[config.mk]
export PLATFORM = sky130hd
export DESIGN_NAME = board_move_sequencer
export DESIGN_NICKNAME = d
export VERILOG_FILES = /design/src/rtl/board_pkg.sv /design/src/rtl/board_arbiter.sv /design/src/rtl/board_move_sequencer.sv
export SDC_FILE = /design/constraint.sdc
export NUM_CORES = 1
export LEC_CHECK = 0
export ABC_CLOCK_PERIOD_IN_PS = 6800
export BUFFER_PORTS_ARGS = -buffer_cell sky130_fd_sc_hd__buf_4
export CORE_ASPECT_RATIO = 1.1
export CORE_MARGIN = 4
export CORE_UTILIZATION = 55
export CTS_BUF_LIST = sky130_fd_sc_hd__clkbuf_8
export DETAILED_ROUTE_END_ITERATION = 16
export PLACE_DENSITY = 0.87
export SLEW_MARGIN = 10
export SYNTH_ARGS = -nofsm -noshare
export SYNTH_HDL_FRONTEND = slang
export SYNTH_HIERARCHICAL = 1
export SYNTH_SLANG_ARGS = --single-unit
[constraint.sdc]
create_clock -name clk -period 6.8 [get_ports clk]
set_clock_uncertainty 0.2 [all_clocks]
set_input_delay 1.36 -clock clk [delete_from_list [all_inputs] [get_ports clk]]
set_output_delay 1.36 -clock clk [all_outputs]
set_load 0.02 [all_outputs]
[src/rtl/board_pkg.sv]
// Shared definitions for the board move sequencer.
// Cell encoding is {type[4:0], team}; a board address is {y[2:0], x[2:0]}.
package board_pkg;

    localparam int unsigned CELL_W  = 6;
    localparam int unsigned ADDR_W  = 6;
    localparam int unsigned COORD_W = 3;
    localparam int unsigned TYPE_W  = 5;

    // Whole-cell codes
    localparam logic [CELL_W-1:0] U_BLANK = 6'b000000;
    localparam logic [CELL_W-1:0] U_NMOVE = 6'b111111;

    // Unit type codes (cell bits [5:1])
    localparam logic [TYPE_W-1:0] U_F = 5'b00001;   // flag
    localparam logic [TYPE_W-1:0] U_N = 5'b11111;   // no-move terrain (lake)

    typedef enum logic [1:0] {
        C_CAPTURE = 2'b00,
        C_DIE     = 2'b01,
        C_TRADE   = 2'b10,
        C_RSVD    = 2'b11
    } cmd_op_e;

    // Latched move command payload
    typedef struct packed {
        cmd_op_e            op;
        logic [COORD_W-1:0] src_y;
        logic [COORD_W-1:0] src_x;
        logic [COORD_W-1:0] dst_y;
        logic [COORD_W-1:0] dst_x;
    } move_cmd_t;

    function automatic logic [ADDR_W-1:0] cell_addr(input logic [COORD_W-1:0] y,
                                                     input logic [COORD_W-1:0] x);
        return {y, x};
    endfunction

endpackage

[src/rtl/board_arbiter.sv]
// IDLE-state arbitration of the board RAM port (cmd > place > rd) and the
// renderer read-return pipeline.
// Ports:
//   idle                         sequencer is in IDLE
//   cmd_valid / cmd_ready        command handshake (ready = idle)
//   place_*                      setup write request, written in the grant cycle
//   rd_req / rd_ack              renderer read request and grant
//   rd_valid / rd_data           read return, one cycle after rd_ack
//   place_we, arb_addr, arb_wdata  RAM access requested by the granted client
//   mem_rdata                    RAM read data (one-cycle latency)
module board_arbiter
    import board_pkg::*;
(
    input  logic               clk,
    input  logic               resetn,
    input  logic               idle,
    input  logic               cmd_valid,
    output logic               cmd_ready,
    input  logic               place_valid,
    output logic               place_ready,
    input  logic [COORD_W-1:0] place_x,
    input  logic [COORD_W-1:0] place_y,
    input  logic [CELL_W-1:0]  place_unit,
    input  logic               rd_req,
    input  logic [COORD_W-1:0] rd_x,
    input  logic [COORD_W-1:0] rd_y,
    output logic               rd_ack,
    output logic               rd_valid,
    output logic [CELL_W-1:0]  rd_data,
    output logic               place_we,
    output logic [ADDR_W-1:0]  arb_addr,
    output logic [CELL_W-1:0]  arb_wdata,
    input  logic [CELL_W-1:0]  mem_rdata
);

    logic rd_valid_q;

    // Fixed-priority grant, one client per cycle
    always_comb begin
        cmd_ready   = idle;
        place_ready = idle && !cmd_valid;
        place_we    = place_ready && place_valid;
        rd_ack      = place_ready && !place_valid && rd_req;
        arb_addr    = '0;
        arb_wdata   = U_BLANK;
        if (place_we) begin
            arb_addr  = cell_addr(place_y, place_x);
            arb_wdata = place_unit;
        end else if (rd_ack) begin
            arb_addr  = cell_addr(rd_y, rd_x);
        end
    end

    // Read return marker; RAM data lands the cycle after the grant
    always_ff @(posedge clk or negedge resetn) begin
        if (!resetn) begin
            rd_valid_q <= 1'b0;
        end else begin
            rd_valid_q <= rd_ack;
        end
    end

    assign rd_valid = rd_valid_q;
    // RAM output is itself registered; gate it so rd_data is zero when idle
    assign rd_data  = rd_valid_q ? mem_rdata : U_BLANK;

endmodule

[src/rtl/board_move_sequencer.sv]
// Owns the single-port 64x6 board RAM. Runs move commands as a fixed
// read-modify-write sequence on source and destination cells, and shares
// the RAM with the setup placer and the renderer through board_arbiter.
// Ports:
//   cmd_*        move command handshake, op and coordinates; done/err pulses
//   place_*      setup-phase cell writes
//   rd_*         renderer cell reads
//   mem_*        RAM port (combinational from state and latched operands)
//   win_flag     sticky flag-captured indicator, win_team = capturing team
module board_move_sequencer
    import board_pkg::*;
(
    input  logic               clk,
    input  logic               resetn,
    input  logic               cmd_valid,
    output logic               cmd_ready,
    input  logic [1:0]         cmd_op,
    input  logic [COORD_W-1:0] src_x,
    input  logic [COORD_W-1:0] src_y,
    input  logic [COORD_W-1:0] dst_x,
    input  logic [COORD_W-1:0] dst_y,
    output logic               cmd_done,
    output logic               cmd_err,
    input  logic               place_valid,
    output logic               place_ready,
    input  logic [COORD_W-1:0] place_x,
    input  logic [COORD_W-1:0] place_y,
    input  logic [CELL_W-1:0]  place_unit,
    input  logic               rd_req,
    input  logic [COORD_W-1:0] rd_x,
    input  logic [COORD_W-1:0] rd_y,
    output logic               rd_ack,
    output logic               rd_valid,
    output logic [CELL_W-1:0]  rd_data,
    output logic [ADDR_W-1:0]  mem_addr,
    output logic [CELL_W-1:0]  mem_wdata,
    output logic               mem_we,
    input  logic [CELL_W-1:0]  mem_rdata,
    output logic               win_flag,
    output logic               win_team
);

    typedef enum logic [2:0] {
        S_IDLE,
        S_RD_SRC,
        S_RD_DST,
        S_CHK,
        S_WR_DST,
        S_WR_SRC,
        S_DONE
    } state_e;

    state_e             state_q;
    move_cmd_t          mv_q;
    logic [CELL_W-1:0]  src_q;
    logic [CELL_W-1:0]  dst_q;
    logic               done_q;
    logic               err_q;
    logic               win_flag_q;
    logic               win_team_q;

    logic               idle;
    logic               place_we;
    logic [ADDR_W-1:0]  arb_addr;
    logic [CELL_W-1:0]  arb_wdata;
    logic [ADDR_W-1:0]  src_addr;
    logic [ADDR_W-1:0]  dst_addr;
    logic               chk_err;
    logic               win_hit;

    assign idle     = (state_q == S_IDLE);
    assign src_addr = cell_addr(mv_q.src_y, mv_q.src_x);
    assign dst_addr = cell_addr(mv_q.dst_y, mv_q.dst_x);

    board_arbiter u_arb (
        .clk         (clk),
        .resetn      (resetn),
        .idle        (idle),
        .cmd_valid   (cmd_valid),
        .cmd_ready   (cmd_ready),
        .place_valid (place_valid),
        .place_ready (place_ready),
        .place_x     (place_x),
        .place_y     (place_y),
        .place_unit  (place_unit),
        .rd_req      (rd_req),
        .rd_x        (rd_x),
        .rd_y        (rd_y),
        .rd_ack      (rd_ack),
        .rd_valid    (rd_valid),
        .rd_data     (rd_data),
        .place_we    (place_we),
        .arb_addr    (arb_addr),
        .arb_wdata   (arb_wdata),
        .mem_rdata   (mem_rdata)
    );

    // In CHK the destination cell is still on mem_rdata, so it is checked directly
    assign chk_err = (src_q == U_BLANK) || (src_q == U_NMOVE) ||
                     (mem_rdata == U_NMOVE) || (src_addr == dst_addr) ||
                     (mv_q.op == C_RSVD);

    assign win_hit = (mv_q.op == C_CAPTURE) && (dst_q[CELL_W-1:1] == U_F) &&
                     (dst_q != U_BLANK);

    // Sequencer FSM with its registered outputs
    always_ff @(posedge clk or negedge resetn) begin
        if (!resetn) begin
            state_q    <= S_IDLE;
            mv_q       <= '0;
            src_q      <= U_BLANK;
            dst_q      <= U_BLANK;
            done_q     <= 1'b0;
            err_q      <= 1'b0;
            win_flag_q <= 1'b0;
            win_team_q <= 1'b0;
        end else begin
            done_q <= 1'b0;
            err_q  <= 1'b0;
            case (state_q)
                S_IDLE: begin
                    if (cmd_valid && cmd_ready) begin
                        mv_q    <= '{op:    cmd_op_e'(cmd_op),
                                     src_y: src_y, src_x: src_x,
                                     dst_y: dst_y, dst_x: dst_x};
                        state_q <= S_RD_SRC;
                    end
                end
                S_RD_SRC: state_q <= S_RD_DST;
                S_RD_DST: begin
                    src_q   <= mem_rdata;
                    state_q <= S_CHK;
                end
                S_CHK: begin
                    dst_q <= mem_rdata;
                    if (chk_err) begin
                        done_q  <= 1'b1;
                        err_q   <= 1'b1;
                        state_q <= S_DONE;
                    end else begin
                        state_q <= S_WR_DST;
                    end
                end
                S_WR_DST: begin
                    // First flag capture wins; later captures leave the team alone
                    if (win_hit && !win_flag_q) begin
                        win_flag_q <= 1'b1;
                        win_team_q <= src_q[0];
                    end
                    state_q <= S_WR_SRC;
                end
                S_WR_SRC: begin
                    done_q  <= 1'b1;
                    state_q <= S_DONE;
                end
                S_DONE:   state_q <= S_IDLE;
                default:  state_q <= S_IDLE;
            endcase
        end
    end

    // RAM port mux: arbiter owns it in IDLE, the sequence owns it otherwise
    always_comb begin
        mem_we    = 1'b0;
        mem_addr  = '0;
        mem_wdata = U_BLANK;
        case (state_q)
            S_IDLE: begin
                mem_we    = place_we;
                mem_addr  = arb_addr;
                mem_wdata = arb_wdata;
            end
            S_RD_SRC: mem_addr = src_addr;
            S_RD_DST: mem_addr = dst_addr;
            S_WR_DST: begin
                mem_addr  = dst_addr;
                mem_we    = (mv_q.op != C_DIE);
                mem_wdata = (mv_q.op == C_CAPTURE) ? src_q : U_BLANK;
            end
            S_WR_SRC: begin
                mem_addr  = src_addr;
                mem_we    = 1'b1;
                mem_wdata = U_BLANK;
            end
            default: ;
        endcase
    end

    assign cmd_done = done_q;
    assign cmd_err  = err_q;
    assign win_flag = win_flag_q;
    assign win_team = win_team_q;

endmodule

[Yosys cells after proc, flatten, opt, wreduce, memory -nomap -nowiden]
Index checks and enable logic that the tools add are counted.
Cells by class
  bitwise operators: 0
  reduce and logical (&&, ||, !) cells: 23
  add/sub/neg operators: 0
  equal/unequal tests: 12
  muxes and demuxes: 14
  multipliers: 0
  divide/modulo/power cells: 0
  shift operators: 0
  order comparisons: 0
Operators by type and width (number)
  two-way mux 6 bit: 5
  case mux 3 bit (6 select lines): 1
  case mux 6 bit (3 select lines): 1
  equality test 6 bit, second input constant: 2
  case mux 6 bit (2 select lines): 1
  logical AND 1 bit: 8
  equality test 3 x 2 -> 1 bit, second input constant: 2
  equality test 3 bit, second input constant: 2
  equality test 6 bit: 1
  logical NOT 6 bit: 1
  nonzero test 6 bit: 1
  equality test 5 x 1 -> 1 bit, second input constant: 1
  logical OR 1 bit: 4
  != test 2 x 1 -> 1 bit, second input constant: 2
  AND reduction 2 bit: 2
  OR reduction 2 bit: 2
  equality test 3 x 1 -> 1 bit, second input constant: 1
  logical NOT 1 bit: 3
  logical NOT 3 bit: 1
  two-way mux 3 bit: 1
  case mux 1 bit (3 select lines): 1
  equality test 2 bit, second input constant: 1
  logical NOT 2 bit: 1
  two-way mux 1 bit: 2
  2 further kinds: 2
Word-level totals
  output and inout bits: 27
  memory bits (writable): 0
  memory bits (read-only): 0
  bits in latches: 0
  input bits: 43
  memories kept: 0
  flip-flop bits (word level): 34
  logic and storage cells: 62

[Logic depth before layout (Yosys ltp)]
  depth after elaboration: 7
  mapped depth: 9

[Modules after synthesis]
The synthesis kept the hierarchy.
Modules (own cells, without submodules)
  board_move_sequencer: area each 1656.6 sq um, cells an instance 149, times used 1
  board_arbiter: area each 270.3 sq um, cells an instance 39, times used 1

[Worst setup path after synthesis]
No wires, ideal clock.
  path kind: input to output
  start: input port place_valid
  end: output port mem_addr[4]
  arrival: 2.409 ns
  slack: 2.831 ns
  stages: 7
  data required time: 5.240 ns
  path buffers: 1
  cells stage by stage: buf_6 nand3b_1 a21oi_1 mux2i_1 nor2_1 a21oi_1 o21ai_0
Between the ends
  cells in the longest elaborated chain, start to end: 6
RTL lines
  start, declared: RTL line board_move_sequencer.sv:24  | input logic place_valid,
  logical NOT 1 bit: RTL line board_arbiter.sv:43  | rd_ack = place_ready && !place_valid && rd_req;
  logical AND 1 bit (2 in series): RTL line board_arbiter.sv:43
  two-way mux 6 bit: RTL line board_arbiter.sv:49  | end else if (rd_ack) begin
  two-way mux 6 bit (*): RTL line board_arbiter.sv:46  | if (place_we) begin
  net arb_addr[4]: RTL line board_move_sequencer.sv:64  | logic [ADDR_W-1:0] arb_addr;
  case mux 6 bit (3 select lines) (*): RTL line board_move_sequencer.sv:167  | case (state_q)
  end, declared: RTL line board_move_sequencer.sv:35  | output logic [ADDR_W-1:0] mem_addr,
Mark *: on every way through the listed nets, which the timed path passes. The rest lies on a longest branch.

[Worst setup path after layout]
  start: register state_q[1]
  end: output port mem_addr[1]
Between the ends
  cells in the longest elaborated chain, start to end: 7
RTL lines
  start, declared: RTL line board_move_sequencer.sv:53  | state_e state_q;
  start signal, assigned: RTL line board_move_sequencer.sv:109  | state_q <= S_IDLE;
  start signal, assigned: RTL line board_move_sequencer.sv:126  | state_q <= S_RD_SRC;
  start signal, assigned: RTL line board_move_sequencer.sv:129  | S_RD_SRC: state_q <= S_RD_DST;
  logical NOT 3 bit (*): RTL line board_move_sequencer.sv:71  | assign idle = (state_q == S_IDLE);
  logical AND 1 bit (*): RTL line board_arbiter.sv:41  | place_ready = idle && !cmd_valid;
  logical AND 1 bit (2 in series): RTL line board_arbiter.sv:43
  two-way mux 6 bit: RTL line board_arbiter.sv:49
  two-way mux 6 bit (*): RTL line board_arbiter.sv:46
  net arb_addr[1]: RTL line board_move_sequencer.sv:64
  case mux 6 bit (3 select lines) (*): RTL line board_move_sequencer.sv:167
Marked as above.

==> results_dict.tcl <==
set metrics [dict create \
    hold_viol_final 0 \
    htree_levels 2 \
    antenna_left 0 \
    max_slew_margin 0.515 \
    hold_buffers 0 \
    fp.dieW_um 64.4 \
    power.density_nw_per_um2 410 \
    tritoncts "done" \
    firstDrtPassIters 4 \
    grt_pass1_wl_um 7740 \
    placed_cell_area_um2 2420 \
    crit_fanout 18 \
    max_freq_mhz 239 \
    multi_input_area_um2 1000 \
    dp_hpwl_um 3400 \
    r2r_end "mv_q[11]" \
    whs_path_depth 1 \
    grtUsageMet2 0.346 \
    first_iter_violations 119 \
    ys_types 34 \
    antenna_found_initial 0 \
    power.internal_uw 629 \
    fin_nets 294 \
    grt_pass1_vias 1632 \
    postSynthCellCount 188 \
    ctsResizeCount 0 \
    hold_class "flop to flop" \
    cp.arrival_ps 2620 \
    critPathKind "flop to primary output" \
    p_switching_uw 409 \
    rsz0062_at_grt "no" \
    max_cap_viol_count 0 \
    worst_pin_slew_ps 724 \
    chipHeight_um 70.1 \
    clk_latency_ps 280 \
    finalCritPeriodShare 0.615 \
    power.share.switching 0.394 \
    drive_above_1_share 0.429 \
    hold_end "win_team" \
    synth-seq-area-share 0.429 \
    synth_fp_nets 231 \
    cp.required_ps 5240 \
    seqCellArea_um2 826 \
    design_area_um2 2530 \
    synthTopCellsByArea "dfrtp_1, mux2_2, a21oi_1, nand2_1, mux2i_1" \
    finalSetupViolCount 0 \
    grt-busiest-layer "met2" \
    min_period_ps 4180 \
    overflow 0 \
    synth_flop_cell "dfrtp_1" \
    slew_viol_final 0 \
    avgSynthCellArea_um2 10.2 \
    clockBufferDepth 2 \
    status "finished, final reports clean" \
    via_per_inst 5.47 \
    p_leak_uw 0.00120 \
    num_io_pins 70 \
    post_cts.repair.setup_buffers 0 \
    met1_usage 0.286 \
    reg2reg_depth 3 \
    num_antenna_cells 0 \
    clock-sinks 33 \
    drcViolationCount 0 \
    coreArea_um2 3360 \
    die-area_um2 4520 \
    syn_to_final_growth_pct 31.4 \
    port_buffers 69 \
    grt.total_usage 0.220 \
    hold_start "win_team" \
    vias 1640 \
    cts.clk_slew.worst_paths_ps 70 \
    gp_congestion 0.846 \
    rrSetupSlack_ps 4130 \
    ys_async_sr_fraction 1.00 \
    tns_ps 0 \
    pwr-share-clk 0.178 \
    routedWlPerCell_um 15.6 \
    combinationalPowerShare 0.431 \
    synth-edff-count 0 \
    worst_setup_path_end_kind "primary output" \
    ys_ff_latch 33 \
    start_util 0.574 \
    rows 22 \
    ys_warn_count 6 \
    start_kind "flop" \
    grt_use_met3 0.0322 \
    pwr-share-seq 0.391 \
    grt_max_degree 34 \
    fill_cells 275 \
    ctsRootBufferMaster "clkbuf_8" \
    numCtsBuffers 5 \
    ir_worst_vdd_uv 275 \
    syn_area_um2 1930 \
    synth_top_area_frac 0.429 \
    reg2reg_from "state_q[1]" \
    wirelength_um 4690 \
    synth_largest_area_cell "dfrtp_1" \
]
worst max-delay path, cell delays in order (launching register included):
cell      delay, ps
dfrtp_1         570
nor3_2          700
nand2b_4        180
a21oi_1         220
mux2i_1         100
nor2_1          120
a21oi_1          50
o21ai_0         210
buf_4           180
power groups by stage:
stage | logic [µW] | clock network [µW] | registers (µW)
floorplan | 355 | 0 | 357
global placement | 432 | 0 | 397
detailed placement | 442 | 0 | 402
CTS | 451 | 188 | 403
global route | 491 | 196 | 420
finish | 448 | 185 | 406
cell families after synthesis:
logic type | synth area share
xor gates and xnor gates | 0.0273
DFF | 0.429
muxes | 0.183
and+or+nand+nor | 0.197
buffers and inverters | 0.0526
AOI/OAI and AO/OA | 0.111
through the flow:
stage / util / hold slack (ps) / total power (µW) / worst slack [ps] / instances
after floorplan: - / 272 / 712 / 2830 / 188
after global placement: 0.719 / 273 / 829 / 2740 / 292
after detailed placement: 0.719 / 281 / 845 / 2690 / 292
after CTS: 0.754 / 296 / 1040 / 2630 / 300
after global routing: 0.754 / 325 / 1110 / 2410 / 300
final: 0.754 / 294 / 1040 / 2620 / 300
Yosys cell counts, types with 3 or more instances:
library cell,instances
a211oi_1,3
nor4_1,3
mux2i_1,6
buf_6,4
xor2_1,6
nor2_1,13
dfrtp_1,33
buf_2,5
nand4_1,3
mux2_2,25
and3_1,7
and2_1,6
a21oi_1,14
nand3b_1,7
nor2b_1,3
o21ai_0,9
clkbuf_1,3
nand2_1,17
a22o_1,6
metal layers:
metal | wire [µm] | vias to the layer above
met5 | 0 | -
met3 | 270 | 13
met2 | 2270 | 58
met4 | 135 | 0
met1 | 2010 | 769
li1 | - | 800
registers in the layout (all words and copies together), names as in the netlist:
name	cells
u_arb/rd_valid	1
mv_q	8
dst_q	5
win_flag	1
state_q	3
win_team	1
dst_addr	6
cmd_done	1
cmd_err	1
src_q	6
layout by cell type, fill, tap and decap left out, types with 3 or more instances in the layout:
cell / synthesis / final
and2_1: 6 / 6
nand4_1: 3 / 3
nor2b_1: 3 / 3
nand3b_1: 7 / 7
nand2_1: 17 / 17
clkbuf_8: 0 / 6
a21oi_1: 14 / 14
mux2i_1: 6 / 6
and3_1: 7 / 7
o21ai_0: 9 / 9
dfrtp_1: 33 / 33
nor2_1: 13 / 13
a211oi_1: 3 / 3
buf_4: 1 / 69
a22o_1: 6 / 6
nor4_1: 3 / 3
xor2_1: 6 / 6
mux2_2: 25 / 25
final cells by class:
| class | count | share of cell area |
|---|---|---|
| multi-input cells | 140 | 0.395 |
| flip-flops and latches | 33 | 0.326 |
| repair buffers | 69 | 0.205 |
| clock buffers | 6 | 0.0326 |
| well taps | 48 | 0.0237 |
| clock inverters | 2 | 0.0133 |
| inverters | 2 | 0.00494 |
worst max-delay path by stage:
stage | end | slack [ps] | start
final | mem_addr[1] | 2620 | state_q[1]
after global routing | mem_addr[5] | 2410 | state_q[1]
after CTS | mem_addr[1] | 2630 | state_q[1]
after detailed placement | mem_addr[5] | 2690 | place_valid
after global placement | mem_addr[2] | 2740 | place_valid
after floorplan | mem_addr[4] | 2830 | place_valid
(Power assumes the default switching activity.)
